`config.mk`:
```
export PLATFORM = sky130hd
export DESIGN_NAME = tdes_pass_sequencer
export DESIGN_NICKNAME = d
export VERILOG_FILES = /design/src/rtl/tdes_pass_sequencer.sv
export SDC_FILE = /design/constraint.sdc
export NUM_CORES = 1
export LEC_CHECK = 0
export CAP_MARGIN = 40
export CORE_AREA = 5 5 188 190
export DETAILED_ROUTE_END_ITERATION = 16
export DIE_AREA = 0 0 193 195
export DONT_BUFFER_PORTS = 1
export HOLD_SLACK_MARGIN = 0.06
export PLACE_DENSITY = 0.45
export SYNTH_ARGS = -nofsm -noshare
export SYNTH_HDL_FRONTEND = slang
export SYNTH_SLANG_ARGS = --single-unit
export TNS_END_PERCENT = 1
```
`constraint.sdc`:
```
create_clock -name clk -period 4.95 [get_ports clk]
set_input_delay 0.7425 -clock clk [delete_from_list [all_inputs] [get_ports clk]]
set_output_delay 0.7425 -clock clk [all_outputs]
set_load 0.02 [all_outputs]
```
`src/rtl/tdes_pass_sequencer.sv`:
```
// Drives one shared iterative DES core through the three EDE/DED passes of a
// Triple-DES block, choosing key and direction per pass, with a per-pass watchdog.
module tdes_pass_sequencer #(
  parameter int THREE_KEY = 0,
  parameter int TIMEOUT   = 64
) (
  input  logic        clk,
  input  logic        rst_n,
  input  logic        in_valid,
  output logic        in_ready,
  input  logic        e,
  input  logic [63:0] intext,
  input  logic [55:0] key1,
  input  logic [55:0] key2,
  input  logic [55:0] key3,
  output logic        out_valid,
  input  logic        out_ready,
  output logic [63:0] password,
  output logic        out_err,
  output logic        des_start,
  output logic [63:0] des_in,
  output logic [55:0] des_k,
  output logic        des_e,
  input  logic        des_done,
  input  logic [63:0] des_out,
  output logic [1:0]  pass_idx
);

  typedef enum logic [1:0] {IDLE, LAUNCH, WAIT, DONE} state_t;

  localparam bit          USE_KEY3 = (THREE_KEY != 0);
  localparam bit          WDOG_EN  = (TIMEOUT > 0);
  localparam logic [31:0] TMO      = 32'(TIMEOUT);

  state_t      state_q, state_d;
  logic [63:0] work_q, work_d;
  logic [55:0] k1_q, k1_d, k2_q, k2_d, k3_q, k3_d;
  logic        e_q, e_d;
  logic [1:0]  pass_q, pass_d;
  logic [15:0] wdog_q, wdog_d;
  logic        err_q, err_d;
  logic        done_q, done_d;

  logic [15:0] wdog_inc;
  logic        wdog_fire;
  logic [55:0] tkey;
  logic [55:0] kmux;
  logic        emux;
  logic        busy;

  always_ff @(posedge clk or negedge rst_n) begin
    if (!rst_n) begin
      state_q <= IDLE;
      work_q  <= '0;
      k1_q    <= '0;
      k2_q    <= '0;
      k3_q    <= '0;
      e_q     <= 1'b0;
      pass_q  <= '0;
      wdog_q  <= '0;
      err_q   <= 1'b0;
      done_q  <= 1'b0;
    end else begin
      state_q <= state_d;
      work_q  <= work_d;
      k1_q    <= k1_d;
      k2_q    <= k2_d;
      k3_q    <= k3_d;
      e_q     <= e_d;
      pass_q  <= pass_d;
      wdog_q  <= wdog_d;
      err_q   <= err_d;
      done_q  <= done_d;
    end
  end

  // The launch cycle counts as the first cycle of a pass, so the watchdog
  // fires exactly TIMEOUT cycles after des_start.
  assign wdog_inc  = (wdog_q == 16'hFFFF) ? wdog_q : wdog_q + 16'd1;
  assign wdog_fire = WDOG_EN && ({16'd0, wdog_inc} >= TMO);

  always_comb begin
    state_d = state_q;
    case (state_q)
      IDLE:    if (in_valid) state_d = LAUNCH;
      LAUNCH:  state_d = WAIT;
      WAIT: begin
        if (done_q)         state_d = (pass_q == 2'd2) ? DONE : LAUNCH;
        else if (wdog_fire) state_d = DONE;
      end
      DONE:    if (out_ready) state_d = IDLE;
      default: state_d = IDLE;
    endcase
  end

  // des_done is only captured in WAIT; the transition acts on the registered
  // copy, which also keeps a pulse in the LAUNCH cycle from counting.
  always_comb begin
    work_d = work_q;
    k1_d   = k1_q;
    k2_d   = k2_q;
    k3_d   = k3_q;
    e_d    = e_q;
    pass_d = pass_q;
    wdog_d = wdog_q;
    err_d  = err_q;
    done_d = des_done && (state_q == WAIT) && !done_q;
    case (state_q)
      IDLE: begin
        if (in_valid) begin
          work_d = intext;
          k1_d   = key1;
          k2_d   = key2;
          k3_d   = key3;
          e_d    = e;
          pass_d = 2'd0;
          err_d  = 1'b0;
        end
      end
      LAUNCH: wdog_d = 16'd1;
      WAIT: begin
        wdog_d = wdog_inc;
        if (des_done && !done_q) work_d = des_out;
        if (done_q) begin
          if (pass_q != 2'd2) pass_d = pass_q + 2'd1;
        end else if (wdog_fire) begin
          err_d = 1'b1;
        end
      end
      DONE: if (out_ready) err_d = 1'b0;
      default: ;
    endcase
  end

  assign tkey = USE_KEY3 ? k3_q : k1_q;

  always_comb begin
    case (pass_q)
      2'd0:    kmux = e_q ? k1_q : tkey;
      2'd1:    kmux = k2_q;
      default: kmux = e_q ? tkey : k1_q;
    endcase
    emux = (pass_q == 2'd1) ? !e_q : e_q;
  end

  always_comb begin
    busy      = (state_q == LAUNCH) || (state_q == WAIT);
    in_ready  = (state_q == IDLE);
    des_start = (state_q == LAUNCH);
    des_in    = busy ? work_q : 64'd0;
    des_k     = busy ? kmux : 56'd0;
    des_e     = busy && emux;
    out_valid = (state_q == DONE);
    out_err   = (state_q == DONE) && err_q;
    password  = ((state_q == DONE) && !err_q) ? work_q : 64'd0;
    pass_idx  = (state_q == IDLE) ? 2'd0 : pass_q;
  end

endmodule

```
==> results.yml <==
detailed_routing:
  vias_per_cell: 4.97
  ant_nets: 0
  wl_um: 29300
  drc_errors: 0
  drt_first_pass_iters: 4
  first_iter_violations: 255
  drt-wirelength-per-cell_um: 21.0
  vias: 6944
layout:
  syn_to_final_growth_pct: 9.72
  final_common_cell: "dfrtp_1"
  drive_above_1_share: 0.183
  fillers: 3429
  stdcell_count: 1396
  layout_common_cells: "199 x dfrtp_1, 139 x nor2_1, 131 x and2_1, 127 x mux2i_1, 113 x mux2_2"
  fin_nets: 1239
  finalInstanceArea_um2: 11400
synth:
  syn_inst: 972
  syn_nets: 1281
  avgSynthCellArea_um2: 10.7
  synth-compound-area-share: 0.0590
  synthMuxAreaShare: 0.245
  synth_fa_ha_area_frac: 0.00845
  synth_edf_count: 0
  ys_ff_latch: 199
  yosysSeqAreaShare: 0.480
  yosysWarnings: 0
  synth-xor-area-share: 0.00422
  syn_area_um2: 10400
  synth-async-reset-ratio: 1.00
  synth_cell_type_count: 50
  synthSimpleGateAreaFrac: 0.168
  synth_top_family_by_area: "multiplexers"
  yosys_most_used_dff: "dfrtp_1"
timing:
  setup_tns_ns: 0
  period_minus_slack_ns: 3.53
  setup_viol: 0
  hold_viol_final: 8
  fin_hold_ws_ns: -0.0123
  max_freq_mhz: 283
  postLayoutSetupSlackWorst_ns: 1.42
  fin_skew_ns: 0.00949
  slew_headroom: 0.388
  maxSlewViolCount: 0
  max_slew.worst_pin.slew_ns: 0.917
  rsz0062_at_grt: "no"
  fin_crit_sh: 0.714
global_route:
  antenna_found_initial: 14
  grt_remaining_overflow: 0
  grt_use_total: 0.148
  grt_pass1_vias: 7173
  grt_pass1_wl_um: 43400
  grt_max_degree: 200
place:
  port_buffers: 0
  gp_congestion: 0.745
  place_area_um2: 10800
  dp_cells: 1359
  dp_hpwl_um: 21600
  dp_slack_ns: 1.86
floorplan:
  die_x_um: 193
  fp.dieArea_um2: 37600
  rows: 67
  ios: 493
  start_util: 0.312
  die_h_um: 195
  core_um2: 33300
clocking:
  cts_buffers: 17
  ctsRootBufferMaster: "clkbuf_16"
  cts.clk_slew.worst_paths_ns: 0.08
  clk-insertion-delay-late_ns: 0.45
  post-cts-setup-buffers: 0
  numClockSinks: 199
  cts_tree: "done"
  cts.htree.levels: 4
  cts_resized: 0
  cts_buffer_depth: 2
power:
  p_switching_mw: 4.42
  vdd_drop_max_mv: 0.428
  swShare: 0.485
  clkPwrFrac: 0.157
  p_comb_frac: 0.526
  internal-power_mw: 4.68
  leakage_nw: 4.48
  power_density_nw_per_um2: 800
  seqPwrFrac: 0.317
hold_path:
  hold_path_class: "input pin to async pin"
outcome:
  violations: "negative hold slack"
  status: "complete, but fails checks"
setup_path:
  critPathLaunchType: "register"
  crit_chain: "inv_1 -> ha_2 -> inv_2 -> buf_4 -> nor2_1"
  crit_path_max_incr_delay_ns: 0.62
  worstPathMaxFanout: 29
  critical_path_arrival_ns: 2.79
  end_kind: "primary output"
  worst_ep_required_time_ns: 4.21
  cpMaxStageDelayCell: "ha_2"
  path_class: "register to primary output"
flow_run:
  cap_violations: 0
through the flow:
stage | power, mW | util
CTS | 9.29 | 0.341
global route | 9.79 | 0.342
floorplan | 6.79 | -
finish | 9.10 | 0.342
detailed placement | 7.81 | 0.323
global placement | 7.75 | 0.323
worst max-delay path, delay by kind of cell (launching register included):
kind	cells	cell delay, ns
adders and majority gates	1	0.62
and+or+nand+nor	1	0.44
DFF	1	0.44
buffers and inverters	3	0.82
final cells by class:
type                       instances  area [um2]  area share
antenna                            5        12.5     0.00110
clock buffer                      17         425      0.0374
clock inverter                    15         175      0.0154
inverter                          11        41.3     0.00363
multi-input combinational        691        5080       0.447
sequential                       199        4980       0.438
tap                              448         561      0.0493
timing repair buffer              10         100     0.00880
synth_stat cells, types with 3 or more instances:
cell | number | area share
dfrtp_1 | 199 | 0.48
nor2_1 | 140 | 0.051
and2_1 | 131 | 0.079
mux2i_1 | 127 | 0.12
mux2_2 | 113 | 0.12
a21oi_1 | 73 | 0.035
clkbuf_1 | 47 | 0.017
nand2_1 | 17 | 0.0062
buf_1 | 14 | 0.0051
inv_1 | 11 | 0.0040
o21ai_0 | 10 | 0.0048
ha_1 | 7 | 0.0084
nand4_1 | 7 | 0.0042
nor3_1 | 7 | 0.0034
nor4_1 | 7 | 0.0042
nand2b_1 | 5 | 0.0030
nand3_1 | 5 | 0.0024
buf_2 | 4 | 0.0019
clkbuf_8 | 3 | 0.0040
o22ai_1 | 3 | 0.0018
o2bb2ai_1 | 3 | 0.0025
xor2_1 | 3 | 0.0025
power by group through the flow:
| stage | clock [mW] | sequential [mW] | combinational, mW |
|---|---|---|---|
| floorplan | 0 | 2.73 | 4.06 |
| global placement | 0 | 2.89 | 4.86 |
| detailed placement | 0 | 2.92 | 4.89 |
| CTS | 1.49 | 2.89 | 4.90 |
| global route | 1.56 | 2.99 | 5.23 |
| finish | 1.43 | 2.88 | 4.79 |
sequential cells by signal (all words and copies together) (netlist names):
signal and cells:
k1_q 56, state_q 2, pass_q 2, k2_q 56, done_q 1, err_q 1
wdog_q 16, e_q 1, work_q 64
logic make-up after synthesis:
| kind of cell | count (synthesis) |
|---|---|
| adder cells (fa/ha/maj) | 7 |
| AO/OA/AOI/OAI | 107 |
| XOR/XNOR | 5 |
| AND/OR/NAND/NOR | 332 |
| flip-flops | 199 |
| buffers and inverters | 82 |
| multiplexers | 240 |
routing by layer:
layer  part of all wire  wire, um  up-vias  GRT usage
met2               0.48     14100      291      0.247
li1                   -         -     3250          -
met5             0.0039       113        -          0
met1               0.40     11700     3350      0.174
met4              0.014       424       16     0.0425
met3               0.10      2910       37     0.0641
worst paths after layout:
path | depth (start not counted) | end | start | slack, ns
worst min-delay path | 0 | k1_q[10]$_DFFE_PN0P_ | rst_n | -0.01
worst max-delay path | 5 | des_k[55] | state_q[1]$_DFFE_PN0P_ | 1.42
worst min register to register | 1 | k1_q[2]$_DFFE_PN0P_ | k1_q[2]$_DFFE_PN0P_ | 0.51
worst max register to register | 7 | work_q[10]$_DFFE_PN0P_ | state_q[0]$_DFFE_PN0P_ | 2.20
min in group clk | 1 | k2_q[54]$_DFFE_PN0P_ | key2[54] | 0.43
max in group asynchronous | 0 | done_q$_DFF_PN0_ | rst_n | 4.54
(Power assumes the default switching activity.)
